<file path="config.mk">
export PLATFORM = sky130hd
export DESIGN_NAME = mips_run_ctrl_flat
export DESIGN_NICKNAME = d
export VERILOG_FILES = /design/src/rtl/mips_run_ctrl_pkg.sv /design/src/rtl/mips_run_ctrl_if.sv /design/src/rtl/mips_run_ctrl_reset_sync.sv /design/src/rtl/mips_run_ctrl.sv /design/src/flat_wrapper.sv
export SDC_FILE = /design/constraint.sdc
export NUM_CORES = 1
export LEC_CHECK = 0
export ABC_AREA = 1
export BUFFER_PORTS_ARGS = -buffer_cell sky130_fd_sc_hd__buf_2
export CORE_UTILIZATION = 55
export DETAILED_ROUTE_END_ITERATION = 8
export GPL_ROUTABILITY_DRIVEN = 0
export HOLD_SLACK_MARGIN = 0.03
export MAX_ROUTING_LAYER = met4
export PLACE_DENSITY_LB_ADDON = 0.1
export SLEW_MARGIN = 20
export SYNTH_ARGS = -nofsm -noshare
export SYNTH_HDL_FRONTEND = slang
export SYNTH_SLANG_ARGS = --single-unit
</file>
<file path="constraint.sdc">
create_clock -name clk -period 3.4 [get_ports clk]
set_clock_uncertainty 0.15 [all_clocks]
set_input_delay 0.85 -clock clk [delete_from_list [all_inputs] [get_ports clk]]
set_output_delay 0.85 -clock clk [all_outputs]
set_load 0.01 [all_outputs]
</file>
<file path="src/rtl/mips_run_ctrl_pkg.sv">
// Shared definitions for the MIPS run controller: state encoding and default parameters.
package mips_ctrl_pkg;

    typedef enum logic [2:0] {
        ST_RST_HOLD = 3'd0,
        ST_IDLE     = 3'd1,
        ST_RUN      = 3'd2,
        ST_PAUSE    = 3'd3,
        ST_STEP     = 3'd4,
        ST_HALT     = 3'd5
    } run_state_t;

    localparam int DEF_NUM_CORES = 1;
    localparam int DEF_RST_HOLD  = 4;
    localparam int DEF_CNT_W     = 32;
    localparam int DEF_STEP_W    = 8;

endpackage

</file>
<file path="src/rtl/mips_run_ctrl_if.sv">
// Control/status bundle between a run-control master (board or bench) and the controller.
interface mips_run_ctrl_if
    import mips_ctrl_pkg::*;
#(
    parameter int NUM_CORES = DEF_NUM_CORES,
    parameter int CNT_W     = DEF_CNT_W,
    parameter int STEP_W    = DEF_STEP_W
);

    logic                 start;
    logic                 stop;
    logic                 step_mode;
    logic                 step_req;
    logic [STEP_W-1:0]    step_count;
    logic [CNT_W-1:0]     max_cycles;
    logic [NUM_CORES-1:0] core_mask;

    logic [NUM_CORES-1:0] core_rst_n;
    logic [NUM_CORES-1:0] core_en;
    logic [2:0]           state;
    logic [CNT_W-1:0]     cycle_count;
    logic                 done;
    logic                 timeout;

    modport master (
        output start, stop, step_mode, step_req, step_count, max_cycles, core_mask,
        input  core_rst_n, core_en, state, cycle_count, done, timeout
    );

    modport slave (
        input  start, stop, step_mode, step_req, step_count, max_cycles, core_mask,
        output core_rst_n, core_en, state, cycle_count, done, timeout
    );

endinterface

</file>
<file path="src/rtl/mips_run_ctrl_reset_sync.sv">
// Two-flop reset synchronizer: assertion is asynchronous, release is aligned to clk.
module reset_sync (
    input  logic clk,
    input  logic arst_n,
    output logic sync_rst_n
);

    logic meta_q;

    always_ff @(posedge clk or negedge arst_n) begin
        if (!arst_n) begin
            meta_q     <= 1'b0;
            sync_rst_n <= 1'b0;
        end else begin
            meta_q     <= 1'b1;
            sync_rst_n <= meta_q;
        end
    end

endmodule

</file>
<file path="src/rtl/mips_run_ctrl.sv">
// Run controller for MIPS cores: sequenced core reset release, free-run / step / halt
// modes, enabled-cycle budget with timeout, and per-core clock enables.
module mips_run_ctrl
    import mips_ctrl_pkg::*;
#(
    parameter int NUM_CORES = DEF_NUM_CORES,
    parameter int RST_HOLD  = DEF_RST_HOLD,
    parameter int CNT_W     = DEF_CNT_W,
    parameter int STEP_W    = DEF_STEP_W
) (
    input  logic            clk,
    input  logic            reset,
    mips_run_ctrl_if.slave  bus
);

    localparam int HOLD_W = (RST_HOLD > 1) ? $clog2(RST_HOLD) : 1;
    localparam logic [HOLD_W-1:0] HOLD_LAST = HOLD_W'(RST_HOLD - 1);

    logic              sync_rst_n;
    run_state_t        state_q, state_d;
    logic [HOLD_W-1:0] hold_q, hold_d;
    logic [STEP_W-1:0] step_q, step_d;
    logic [CNT_W-1:0]  cycle_q;
    logic [CNT_W:0]    cycle_inc;
    logic              core_rst_q;
    logic              done_q;
    logic              timeout_q;
    logic              enabled;
    logic              budget_hit;
    logic              budget_halt;
    logic              restart;

    reset_sync u_reset_sync (
        .clk        (clk),
        .arst_n     (reset),
        .sync_rst_n (sync_rst_n)
    );

    assign enabled    = (state_q == ST_RUN) || (state_q == ST_STEP);
    // Compared one bit wider so a saturated counter can never alias onto a budget.
    assign cycle_inc  = {1'b0, cycle_q} + (CNT_W + 1)'(1);
    assign budget_hit = enabled && (bus.max_cycles != '0) &&
                        (cycle_inc == {1'b0, bus.max_cycles});

    always_comb begin
        state_d     = state_q;
        hold_d      = hold_q;
        step_d      = step_q;
        budget_halt = 1'b0;
        restart     = 1'b0;
        case (state_q)
            ST_RST_HOLD: begin
                if (sync_rst_n) begin
                    if (hold_q == HOLD_LAST) begin
                        state_d = ST_IDLE;
                        hold_d  = '0;
                    end else begin
                        hold_d = hold_q + HOLD_W'(1);
                    end
                end
            end
            ST_IDLE: begin
                if (bus.stop) begin
                    state_d = ST_HALT;
                end else if (bus.start) begin
                    state_d = bus.step_mode ? ST_PAUSE : ST_RUN;
                end
            end
            ST_RUN: begin
                if (bus.stop) begin
                    state_d = ST_HALT;
                end else if (budget_hit) begin
                    state_d     = ST_HALT;
                    budget_halt = 1'b1;
                end else if (bus.step_mode) begin
                    state_d = ST_PAUSE;
                end
            end
            ST_PAUSE: begin
                if (bus.stop) begin
                    state_d = ST_HALT;
                end else if (bus.step_req) begin
                    state_d = ST_STEP;
                    step_d  = (bus.step_count == '0) ? STEP_W'(1) : bus.step_count;
                end else if (bus.start && !bus.step_mode) begin
                    state_d = ST_RUN;
                end
            end
            ST_STEP: begin
                if (bus.stop) begin
                    state_d = ST_HALT;
                end else if (budget_hit) begin
                    state_d     = ST_HALT;
                    budget_halt = 1'b1;
                end else begin
                    step_d = step_q - STEP_W'(1);
                    if (step_q <= STEP_W'(1)) begin
                        state_d = ST_PAUSE;
                    end
                end
            end
            ST_HALT: begin
                if (bus.start) begin
                    state_d = ST_RST_HOLD;
                    hold_d  = '0;
                    restart = 1'b1;
                end
            end
            default: state_d = ST_HALT;
        endcase
    end

    // Core reset and done are registered from the next state so they change on the
    // same edge as the state itself and never glitch.
    always_ff @(posedge clk or negedge reset) begin
        if (!reset) begin
            state_q    <= ST_RST_HOLD;
            hold_q     <= '0;
            step_q     <= '0;
            cycle_q    <= '0;
            core_rst_q <= 1'b0;
            done_q     <= 1'b0;
            timeout_q  <= 1'b0;
        end else begin
            state_q    <= state_d;
            hold_q     <= hold_d;
            step_q     <= step_d;
            core_rst_q <= (state_d != ST_RST_HOLD);
            done_q     <= (state_d == ST_HALT);
            if (restart) begin
                cycle_q   <= '0;
                timeout_q <= 1'b0;
            end else begin
                if (enabled && (cycle_q != '1)) begin
                    cycle_q <= cycle_inc[CNT_W-1:0];
                end
                if (budget_halt) begin
                    timeout_q <= 1'b1;
                end
            end
        end
    end

    assign bus.core_rst_n  = {NUM_CORES{core_rst_q}};
    assign bus.core_en     = enabled ? bus.core_mask : '0;
    assign bus.state       = state_q;
    assign bus.cycle_count = cycle_q;
    assign bus.done        = done_q;
    assign bus.timeout     = timeout_q;

endmodule

</file>
<file path="src/flat_wrapper.sv">
// flat-port wrapper written by rule: the top's interface ports become plain ports
module mips_run_ctrl_flat import mips_ctrl_pkg::*;
#(
    parameter int NUM_CORES = DEF_NUM_CORES,
    parameter int RST_HOLD  = DEF_RST_HOLD,
    parameter int CNT_W     = DEF_CNT_W,
    parameter int STEP_W    = DEF_STEP_W
)
  (clk, reset, bus_start, bus_stop, bus_step_mode, bus_step_req, bus_step_count, bus_max_cycles, bus_core_mask, bus_core_rst_n, bus_core_en, bus_state, bus_cycle_count, bus_done, bus_timeout);
  mips_run_ctrl_if #(.NUM_CORES(NUM_CORES), .CNT_W(CNT_W), .STEP_W(STEP_W)) bus_i ();
  input  logic clk;
  input  logic reset;
  input wire logic [$bits(bus_i.start)-1:0] bus_start;
  input wire logic [$bits(bus_i.stop)-1:0] bus_stop;
  input wire logic [$bits(bus_i.step_mode)-1:0] bus_step_mode;
  input wire logic [$bits(bus_i.step_req)-1:0] bus_step_req;
  input wire logic [$bits(bus_i.step_count)-1:0] bus_step_count;
  input wire logic [$bits(bus_i.max_cycles)-1:0] bus_max_cycles;
  input wire logic [$bits(bus_i.core_mask)-1:0] bus_core_mask;
  output wire logic [$bits(bus_i.core_rst_n)-1:0] bus_core_rst_n;
  output wire logic [$bits(bus_i.core_en)-1:0] bus_core_en;
  output wire logic [$bits(bus_i.state)-1:0] bus_state;
  output wire logic [$bits(bus_i.cycle_count)-1:0] bus_cycle_count;
  output wire logic [$bits(bus_i.done)-1:0] bus_done;
  output wire logic [$bits(bus_i.timeout)-1:0] bus_timeout;
  assign bus_i.start = bus_start;
  assign bus_i.stop = bus_stop;
  assign bus_i.step_mode = bus_step_mode;
  assign bus_i.step_req = bus_step_req;
  assign bus_i.step_count = bus_step_count;
  assign bus_i.max_cycles = bus_max_cycles;
  assign bus_i.core_mask = bus_core_mask;
  assign bus_core_rst_n = bus_i.core_rst_n;
  assign bus_core_en = bus_i.core_en;
  assign bus_state = bus_i.state;
  assign bus_cycle_count = bus_i.cycle_count;
  assign bus_done = bus_i.done;
  assign bus_timeout = bus_i.timeout;
  mips_run_ctrl #(.NUM_CORES(NUM_CORES), .RST_HOLD(RST_HOLD), .CNT_W(CNT_W), .STEP_W(STEP_W)) u_core (.clk(clk), .reset(reset), .bus(bus_i));
endmodule
</file>
==> results.yml, run 1 <==
route:
  drc: 0
  vias: 4610
  first_pass_iters: 5
  viasPerCell: 5.35
  routedWlPerCell_um: 13.9
  routed_wirelength_um: 11900
  drtAntennaViolNets: 0
  drt_iter0_drc: 291
cells_and_area:
  fin_nets: 812
  area_growth_pct: 15.9
  drive_above_1_share_pct: 16.0
  fillers: 698
  regArea_um2: 1250
  diodes: 0
  multi_input_area_um2: 2480
sta:
  whs_ns: 0.208
  relSlewSlack_pct: 50.9
  hold_violations: 0
  finalSetupTns_ns: 0
  setup_ws_ns: 0.509
  maxSlewViolCount: 0
  max_clock_freq_mhz: 346
  setup_violations: 0
  worstMarginPinSlew_ns: 0.732
  finalCritPeriodShare_pct: 85.0
  period_needed_ns: 2.89
  rsz0062_at_grt: "false"
cts:
  cts_resized: 0
  cts_inserted_buffers: 5
  cts.sinks: 50
  cts-root-buf: "clkbuf_8"
  htree_levels: 2
  cts_buffer_depth: 2
  cts_tree: "built"
  path_clk_slew_ns: 0.11
  hold_buffers: 0
  clkLatencyLatePin_ns: 0.32
  post_cts_buffers: 0
critical_path:
  critPathArrivalTime_ns: 2.95
  r2r_cells: 16
  end_kind: "flip-flop"
  critical_path_class: "reg -> reg"
  critPathMaxFanout: 12
  critPathLaunchType: "flip-flop"
  crit_required_ns: 3.46
floorplan:
  ios: 86
  initial_utilization_pct: 56.6
  die-area_um2: 7820
  rows: 31
  core_area_um2: 7250
  fp.dieW_um: 88.4
  die_h_um: 88.4
logic_synthesis:
  synth.distinct_cells: 35
  synthCells: 672
  synth_top_cell_area_share_pct: 30.5
  yosys_warnings: 0
  ys_seq_area_share_pct: 30.5
  yosys-top-cells-area: "dfrtp_1 (30%), nand2_1 (21%), nor2_1 (8.7%), nand3_1 (8.7%), inv_1 (8.3%)"
  synth_nets: 723
  synth_largest_area_cell: "dfrtp_1"
  ys_seq_elements: 50
  syn_avg_cell_area_um2: 6.11
  synth.cell_area_um2: 4110
pwr:
  pwr-share-seq_pct: 35.3
  internal-power_w: 0.00168
  p_total_w: 0.00347
  power.share.switching_pct: 51.6
  vdd_drop_max_uv: 348
  power_density_nw_per_um2: 730
  p_comb_share_pct: 53.3
  p_sw_w: 0.00179
  clock_power_share_pct: 11.4
  p_leak_nw: 2.43
global_route:
  antenna_found_initial: 0
  grt_overflow_total: 0
  grt_pass1_wl_um: 19100
  track_usage_pct: 32.6
  grt_pass1_vias: 4194
  grt_max_degree: 51
place:
  post-place-ws_ns: 0.557
  dp_hpwl_um: 9200
  port_buffers: 85
hold_path:
  min_path_type: "reg -> reg"
  hold_depth: 0
outcome:
  status: "completed"
run:
  cap_viol_max_count: 0
-- cell usage after synthesis, drive strengths merged --
cell type / number
nand3: 72
clkbuf: 4
nand2: 238
buf: 3
dfrtp: 50
o22ai: 19
xor2: 8
nor2: 110
o21ai: 33
xnor2: 1
inv: 91
a211oi: 3
xnor3: 1
and2: 1
conb: 1
a22o: 1
a21oi: 4
mux2i: 1
o2111ai: 1
clkinv: 1
nand3b: 14
nor4: 2
nand4: 4
nor3: 4
a22oi: 1
ha: 4
-- path summary, 6_finish.rpt --
| path | start | endpoint | slack (ns) |
|---|---|---|---|
| worst max-delay path | u_core.bus.cycle_count[0] | u_core.step_q[6] | 0.51 |
| worst min register to register | u_core.u_reset_sync.meta_q | u_core.u_reset_sync.sync_rst_n | 0.21 |
| worst max register to register | u_core.bus.cycle_count[0] | u_core.step_q[6] | 0.51 |
| min in group asynchronous | reset | u_core.bus.cycle_count[23] | 0.35 |
| worst min-delay path | u_core.u_reset_sync.meta_q | u_core.u_reset_sync.sync_rst_n | 0.21 |
| max in group asynchronous | reset | u_core.bus.cycle_count[5] | 2.49 |
-- power by group through the flow --
stage                     Combinational (W)  Clock (W)  Sequential (W)
after global routing                0.00210   0.000425         0.00126
after global placement              0.00180          0         0.00121
after CTS                           0.00184   0.000404         0.00121
after detailed placement            0.00184          0         0.00122
after floorplan                     0.00118          0         0.00122
final                               0.00185   0.000396         0.00123
-- logic make-up (layout without fill, tap and decap cells) --
family	count (synthesis)	after routing	synth area share, %
muxes	1	1	0.244
and+or+nand+nor	445	445	47.7
DFF	50	50	30.5
xor gates and xnor gates	10	10	2.47
AOI/OAI and AO/OA	62	62	8.56
adders and majority gates	4	4	1.22
buffers and inverters	99	189	9.26
other	1	1	0.0913
-- metrics by stage --
step / std cells / util, % / cell area (µm²)
after CTS: 861 / 65.7 / 4760
after detailed placement: 853 / 64.3 / 4660
after floorplan: 672 / - / 4110
after global routing: 861 / 65.7 / 4760
final: 861 / 65.7 / 4760
after global placement: 853 / 64.3 / 4660
-- cells in the final DEF, fill, tap and decap left out, types with 7 or more instances in the layout --
cell type and count:
nor2_4 7, xor2_1 8, o22ai_1 19, nand3b_1 14
inv_1 91, dfrtp_1 50, buf_2 85, nor2_1 95
nor2_2 7, o21ai_0 30, nand3_1 71, nand2_2 7
nand2_1 229
-- sequential cells by signal (all words and copies together), names as in the netlist --
register                        flops
u_core.u_reset_sync.sync_rst_n      1
u_core.bus.state                    3
u_core.bus.core_rst_n               1
u_core.u_reset_sync.meta_q          1
u_core.hold_q                       2
u_core.bus.cycle_count             32
u_core.bus.timeout                  1
u_core.step_q                       8
u_core.bus.done                     1
-- routing by layer --
layer / routed length [µm] / part of all wire [%] / vias up / GRT usage, %
li1: - / - / 2301 / -
met1: 5170 / 43 / 2074 / 42.2
met2: 5620 / 47 / 209 / 52.8
met3: 915 / 7.7 / 26 / 4.10
met4: 239 / 2.0 / 0 / 10.9
met5: 0 / 0 / - / -
-- worst max-delay path: stages (launching register included) --
cell and delay [ns]:
dfrtp_1 0.48, ha_1 0.24, nand2_2 0.09, nor2_4 0.17
nand2_4 0.11, nor2_4 0.21, nand2_1 0.12, xor2_1 0.20
nand2_1 0.07, nand2_1 0.07, nand2_1 0.05, nor2_1 0.22
nand4_1 0.15, nand2_2 0.20, inv_1 0.13, nand2_1 0.08
nand2_1 0.05
-- layout make-up --
cell class                 instances  share of cell area (%)
inverter                          92                    7.25
sequential                        50                    26.3
clock buffer                       5                    1.45
timing repair buffer              89                    9.83
multi-input combinational        523                    52.0
tap                               99                    2.60
clock inverter                     3                   0.604
Note: power is estimated with default switching activity, not from simulation.
==> run 2: changes to the inputs <==
--- a/config.mk
+++ b/config.mk
@@ -7,10 +7,10 @@
 export LEC_CHECK = 0
 export ABC_AREA = 1
 export BUFFER_PORTS_ARGS = -buffer_cell sky130_fd_sc_hd__buf_2
+export CORE_ASPECT_RATIO = 1.2
 export CORE_UTILIZATION = 55
 export DETAILED_ROUTE_END_ITERATION = 8
 export GPL_ROUTABILITY_DRIVEN = 0
-export HOLD_SLACK_MARGIN = 0.03
 export MAX_ROUTING_LAYER = met4
 export PLACE_DENSITY_LB_ADDON = 0.1
 export SLEW_MARGIN = 20
==> results.yml, run 2 (synthesized netlist as in run 1, its figures left out) <==
outcome:
  status: "completed"
critical_path:
  crit_required_ns: 3.46
  critPathArrivalTime_ns: 2.95
  worst_path_most_repeated_cell: "nand2_1"
  critPathMaxFanout: 12
  critPathLaunchType: "flip-flop"
  end_kind: "flip-flop"
  slowest_delay_ns: 0.48
  cp_slowest_cell: "dfrtp_1"
  r2r_cells: 16
  critical_path_class: "reg -> reg"
  cp_cell_sequence: "ha_1 -> nand2_2 -> nor2_4 -> nand2_4 -> nor2_4 -> nand2_1 -> xor2_1 -> nand2_1 -> nand2_1 -> nand2_1 -> nor2_1 -> nand4_1 -> nand2_2 -> inv_1 -> nand2_1 -> o21ai_1"
sta:
  hold_violations: 0
  setup_ws_ns: 0.508
  worstMarginPinSlew_ns: 0.993
  finalSetupTns_ns: 0
  finalCritPeriodShare_pct: 85.0
  rsz0062_at_grt: "false"
  relSlewSlack_pct: 33.7
  setup_violations: 0
  max_clock_freq_mhz: 346
  maxSlewViolCount: 0
  period_needed_ns: 2.89
floorplan:
  initial_utilization_pct: 56.8
  fp.dieW_um: 80.9
  rows: 34
  ios: 86
  die-area_um2: 7820
  die_h_um: 96.7
  core_area_um2: 7230
cells_and_area:
  diodes: 0
  final_area_um2: 4790
  largest_reg_flops: 32
  multi_input_area_um2: 2480
  fin_nets: 813
  fillers: 716
  area_growth_pct: 16.6
  mostFrequentLayoutCells: "nand2_1 (229), nor2_1 (95), inv_1 (91)"
  post-route-util_pct: 66.2
  final_common_cell: "nand2_1"
  drive_above_1_share_pct: 16.1
  regArea_um2: 1250
route:
  drt_iter0_drc: 326
  routed_wirelength_um: 12300
  first_pass_iters: 5
  vias: 4715
  drc: 0
  routedWlPerCell_um: 14.4
  viasPerCell: 5.53
  drtAntennaViolNets: 0
cts:
  path_clk_slew_ns: 0.09
  htree_levels: 2
  cts-root-buf: "clkbuf_8"
  cts_buffer_depth: 2
  post_cts_buffers: 0
  cts_resized: 0
  hold_buffers: 0
  cts.sinks: 50
  cts_tree: "built"
  cts_inserted_buffers: 5
  clkLatencyLatePin_ns: 0.32
global_route:
  grt_pass1_wl_um: 20100
  grt_max_degree: 30
  grt_pass1_vias: 4487
  track_usage_pct: 34.1
  antenna_found_initial: 0
  grt_overflow_total: 0
pwr:
  p_leak_nw: 2.45
  power_density_nw_per_um2: 754
  vdd_drop_max_uv: 393
place:
  place_area_um2: 4650
  dp_hpwl_um: 9700
  post-place-ws_ns: 0.556
  port_buffers: 85
hold_path:
  min_path_type: "reg -> reg"
  hold_depth: 0
run:
  cap_viol_max_count: 0
-- run 2: cell count changes in the layout (fill, tap and decap cells not counted), sizes merged --
cell | before | now
bufinv | 0 | 2
inv | 93 | 91
clkbuf | 5 | 6
buf | 89 | 90
clkinv | 2 | 1
-- run 2: cell type report --
cell class | instances | share of cell area, %
clock inverters | 2 | 1.25
multi-input cells | 523 | 51.7
well taps | 90 | 2.35
clock buffers | 6 | 1.72
repair buffers | 90 | 9.66
inverters | 92 | 7.21
flip-flops and latches | 50 | 26.1
-- run 2: metrics by stage --
| step | std cells | hold slack (ns) | power, W |
|---|---|---|---|
| floorplan | 672 | 0.181 | 0.00241 |
| global placement | 845 | 0.184 | 0.00300 |
| detailed placement | 845 | 0.195 | 0.00306 |
| CTS | 853 | 0.213 | 0.00359 |
| global route | 853 | 0.226 | 0.00391 |
| finish | 853 | 0.210 | 0.00361 |
-- run 2: per-layer routing --
layer	global-route usage, %	vias up	share of wire [%]	wire length (µm)
met2	58.4	186	52	6330
met5	-	-	0	0
met3	4.53	49	5.8	709
met4	16.1	0	4.5	549
met1	38.1	2165	38	4690
li1	-	2315	-	-
-- run 2: power breakdown --
part	internal (W)	switching [W]
sequential	0.000853	0.000364
combinational	0.000674	0.00119
clock	0.000314	0.000216
-- run 2: worst paths after layout --
path / startpoint / endpoint / slack, ns
hold / removal: u_core.u_reset_sync.meta_q / u_core.u_reset_sync.sync_rst_n / 0.21
setup / recovery: u_core.bus.cycle_count[0] / u_core.step_q[0] / 0.51
setup reg to reg: u_core.bus.cycle_count[0] / u_core.step_q[0] / 0.51
min in group asynchronous: reset / u_core.bus.cycle_count[18] / 0.37
max in group asynchronous: reset / u_core.bus.cycle_count[2] / 2.42
hold reg to reg: u_core.u_reset_sync.meta_q / u_core.u_reset_sync.sync_rst_n / 0.21
-- run 2: worst max-delay path, delay by kind of cell, from the launching register on --
kind            cells  cell delay (ns)
fa+ha+maj           1             0.25
xor+xnor            1             0.19
compound gates      1             0.05
buf+inv             1             0.13
flops               1             0.48
simple gates       12             1.53
==> run 3: changes to the inputs <==
--- a/config.mk
+++ b/config.mk
@@ -13,6 +13,7 @@
 export GPL_ROUTABILITY_DRIVEN = 0
 export MAX_ROUTING_LAYER = met4
 export PLACE_DENSITY_LB_ADDON = 0.1
+export REMOVE_ABC_BUFFERS = 1
 export SLEW_MARGIN = 20
 export SYNTH_ARGS = -nofsm -noshare
 export SYNTH_HDL_FRONTEND = slang
==> constraint.sdc (replaced) <==
create_clock -name clk -period 3 [get_ports clk]
set_clock_uncertainty 0.15 [all_clocks]
set_input_delay 0.75 -clock clk [delete_from_list [all_inputs] [get_ports clk]]
set_output_delay 0.75 -clock clk [all_outputs]
set_load 0.01 [all_outputs]
==> results.yml, run 3 (synthesized netlist as in run 1, its figures left out) <==
cts:
  path_clk_slew_ns: 0.10
  clkLatencyLatePin_ns: 0.32
  cts-root-buf: "clkbuf_8"
  cts_inserted_buffers: 5
  cts_tree: "built"
  htree_levels: 2
  hold_buffers: 0
  cts_buffer_depth: 2
  cts.sinks: 50
outcome:
  status: "completed"
route:
  vias: 4726
  routedWlPerCell_um: 14.2
  routed_wirelength_um: 12100
  viasPerCell: 5.51
  first_pass_iters: 5
  drc: 0
  drtAntennaViolNets: 0
  drt_iter0_drc: 274
place:
  post-place-ws_ns: 0.136
  port_buffers: 85
  dp.cells: 845
  dp_hpwl_um: 9520
hold_path:
  min_path_type: "reg -> reg"
critical_path:
  end_kind: "flip-flop"
  worst_path_most_repeated_cell: "nand2_1"
  cp_slowest_cell: "dfrtp_1"
  slowest_delay_ns: 0.46
  critPathLaunchType: "flip-flop"
  critical_path_class: "reg -> reg"
  cp_cell_sequence: "nand2_1 -> nor2_1 -> nand2_1 -> nor2_4 -> nand2_1 -> xor2_1 -> nand2_1 -> nand2_1 -> nand2_1 -> nor2_2 -> nand4_1 -> nand2_4 -> inv_1 -> nand2_1 -> o21ai_1"
  path_buf_inv: 1
  critPathMaxFanout: 6
  cp_top_family: "simple AND/OR/NAND/NOR gates"
  crit_required_ns: 3.06
  critPathArrivalTime_ns: 2.85
floorplan:
  rows: 34
  initial_utilization_pct: 56.8
  core_area_um2: 7230
  fp.dieW_um: 80.9
  ios: 86
  die_h_um: 96.7
  die-area_um2: 7820
cells_and_area:
  drive_above_1_share_pct: 16.8
  fin_cells: 857
  fin_nets: 817
  area_growth_pct: 17.5
  final_common_cell: "nand2_1"
  diodes: 0
  mostFrequentLayoutCells: "nand2_1 (229), nor2_1 (93), inv_1 (91)"
  largest_reg_flops: 32
sta:
  relSlewSlack_pct: 53.5
  max_clock_freq_mhz: 358
  hold_violations: 0
  setup_violations: 0
  rsz0062_at_grt: "false"
  setup_ws_ns: 0.206
  finalCritPeriodShare_pct: 93.1
  period_needed_ns: 2.79
  maxSlewViolCount: 0
  finalSetupTns_ns: 0
  worstMarginPinSlew_ns: 0.693
global_route:
  grt_overflow_total: 0
  antenna_found_initial: 0
  grt_max_degree: 30
  grt_pass1_wl_um: 19600
  track_usage_pct: 33.0
  grt_pass1_vias: 4376
pwr:
  p_leak_nw: 2.46
  vdd_drop_max_uv: 430
  power_density_nw_per_um2: 840
  p_total_w: 0.00405
run:
  cap_viol_max_count: 0
==> run 3: cell types whose count changed in the layout (fill, tap and decap cells not counted), moves of 2 or more <==
cell | before | now
nor2_1 | 95 | 93
nor2_2 | 7 | 9
buf_12 | 0 | 2
buf_4 | 5 | 7
==> run 3: metrics by stage <==
step | instance area [µm²] | hold WS [ns] | utilization, %
global route | 4820 | 0.229 | 66.7
global placement | 4660 | 0.186 | 64.4
finish | 4820 | 0.211 | 66.7
detailed placement | 4660 | 0.190 | 64.4
floorplan | 4070 | 0.181 | -
CTS | 4770 | 0.213 | 66.0
==> run 3: final timing paths <==
kind	start	to	slack (ns)	cells after the start
min in group asynchronous	reset	u_core.bus.cycle_count[22]	0.29	1
min reg2reg	u_core.u_reset_sync.meta_q	u_core.u_reset_sync.sync_rst_n	0.21	0
min	u_core.u_reset_sync.meta_q	u_core.u_reset_sync.sync_rst_n	0.21	0
max in group asynchronous	reset	u_core.bus.cycle_count[2]	1.83	2
max reg2reg	u_core.bus.cycle_count[10]	u_core.step_q[0]	0.21	15
max	u_core.bus.cycle_count[10]	u_core.step_q[0]	0.21	15
==> run 3: per-layer routing <==
layer | wire length [µm] | share of wire (%) | GRT usage [%] | vias to the layer above
met5 | 0 | 0 | - | -
met4 | 449 | 3.7 | 15.9 | 0
met3 | 897 | 7.4 | 3.96 | 43
met2 | 5960 | 49 | 53.2 | 203
met1 | 4830 | 40 | 40.4 | 2152
li1 | - | - | - | 2328
==> run 3: layout make-up <==
type / count / area [µm²]
clock inverters: 2 / 37.5
fillers: 687 / 2410
inverters: 92 / 345
well taps: 90 / 113
multi-input cells: 523 / 2490
flip-flops and latches: 50 / 1250
repair buffers: 94 / 518
clock buffers: 6 / 72.6
==> run 3: repair_timing <==
action | CTS | global route
endpoints found under the setup margin | 0 | 10
buffers inserted | 0 | 4
resized for setup | 0 | 4
==> run 3: worst register-to-register path, delay by kind of cell (launching register included) <==
family	cells	cell delay, ns
XOR/XNOR	1	0.20
buffers and inverters	1	0.10
AND/OR/NAND/NOR	12	1.72
AO/OA/AOI/OAI	1	0.06
flip-flops	1	0.46
==> run 3: power breakdown <==
group          total (W)  internal (W)  switching [W]
logic            0.00219      0.000806        0.00138
clock network   0.000504      0.000250       0.000255
registers        0.00136      0.000967       0.000396
total            0.00405       0.00202        0.00203
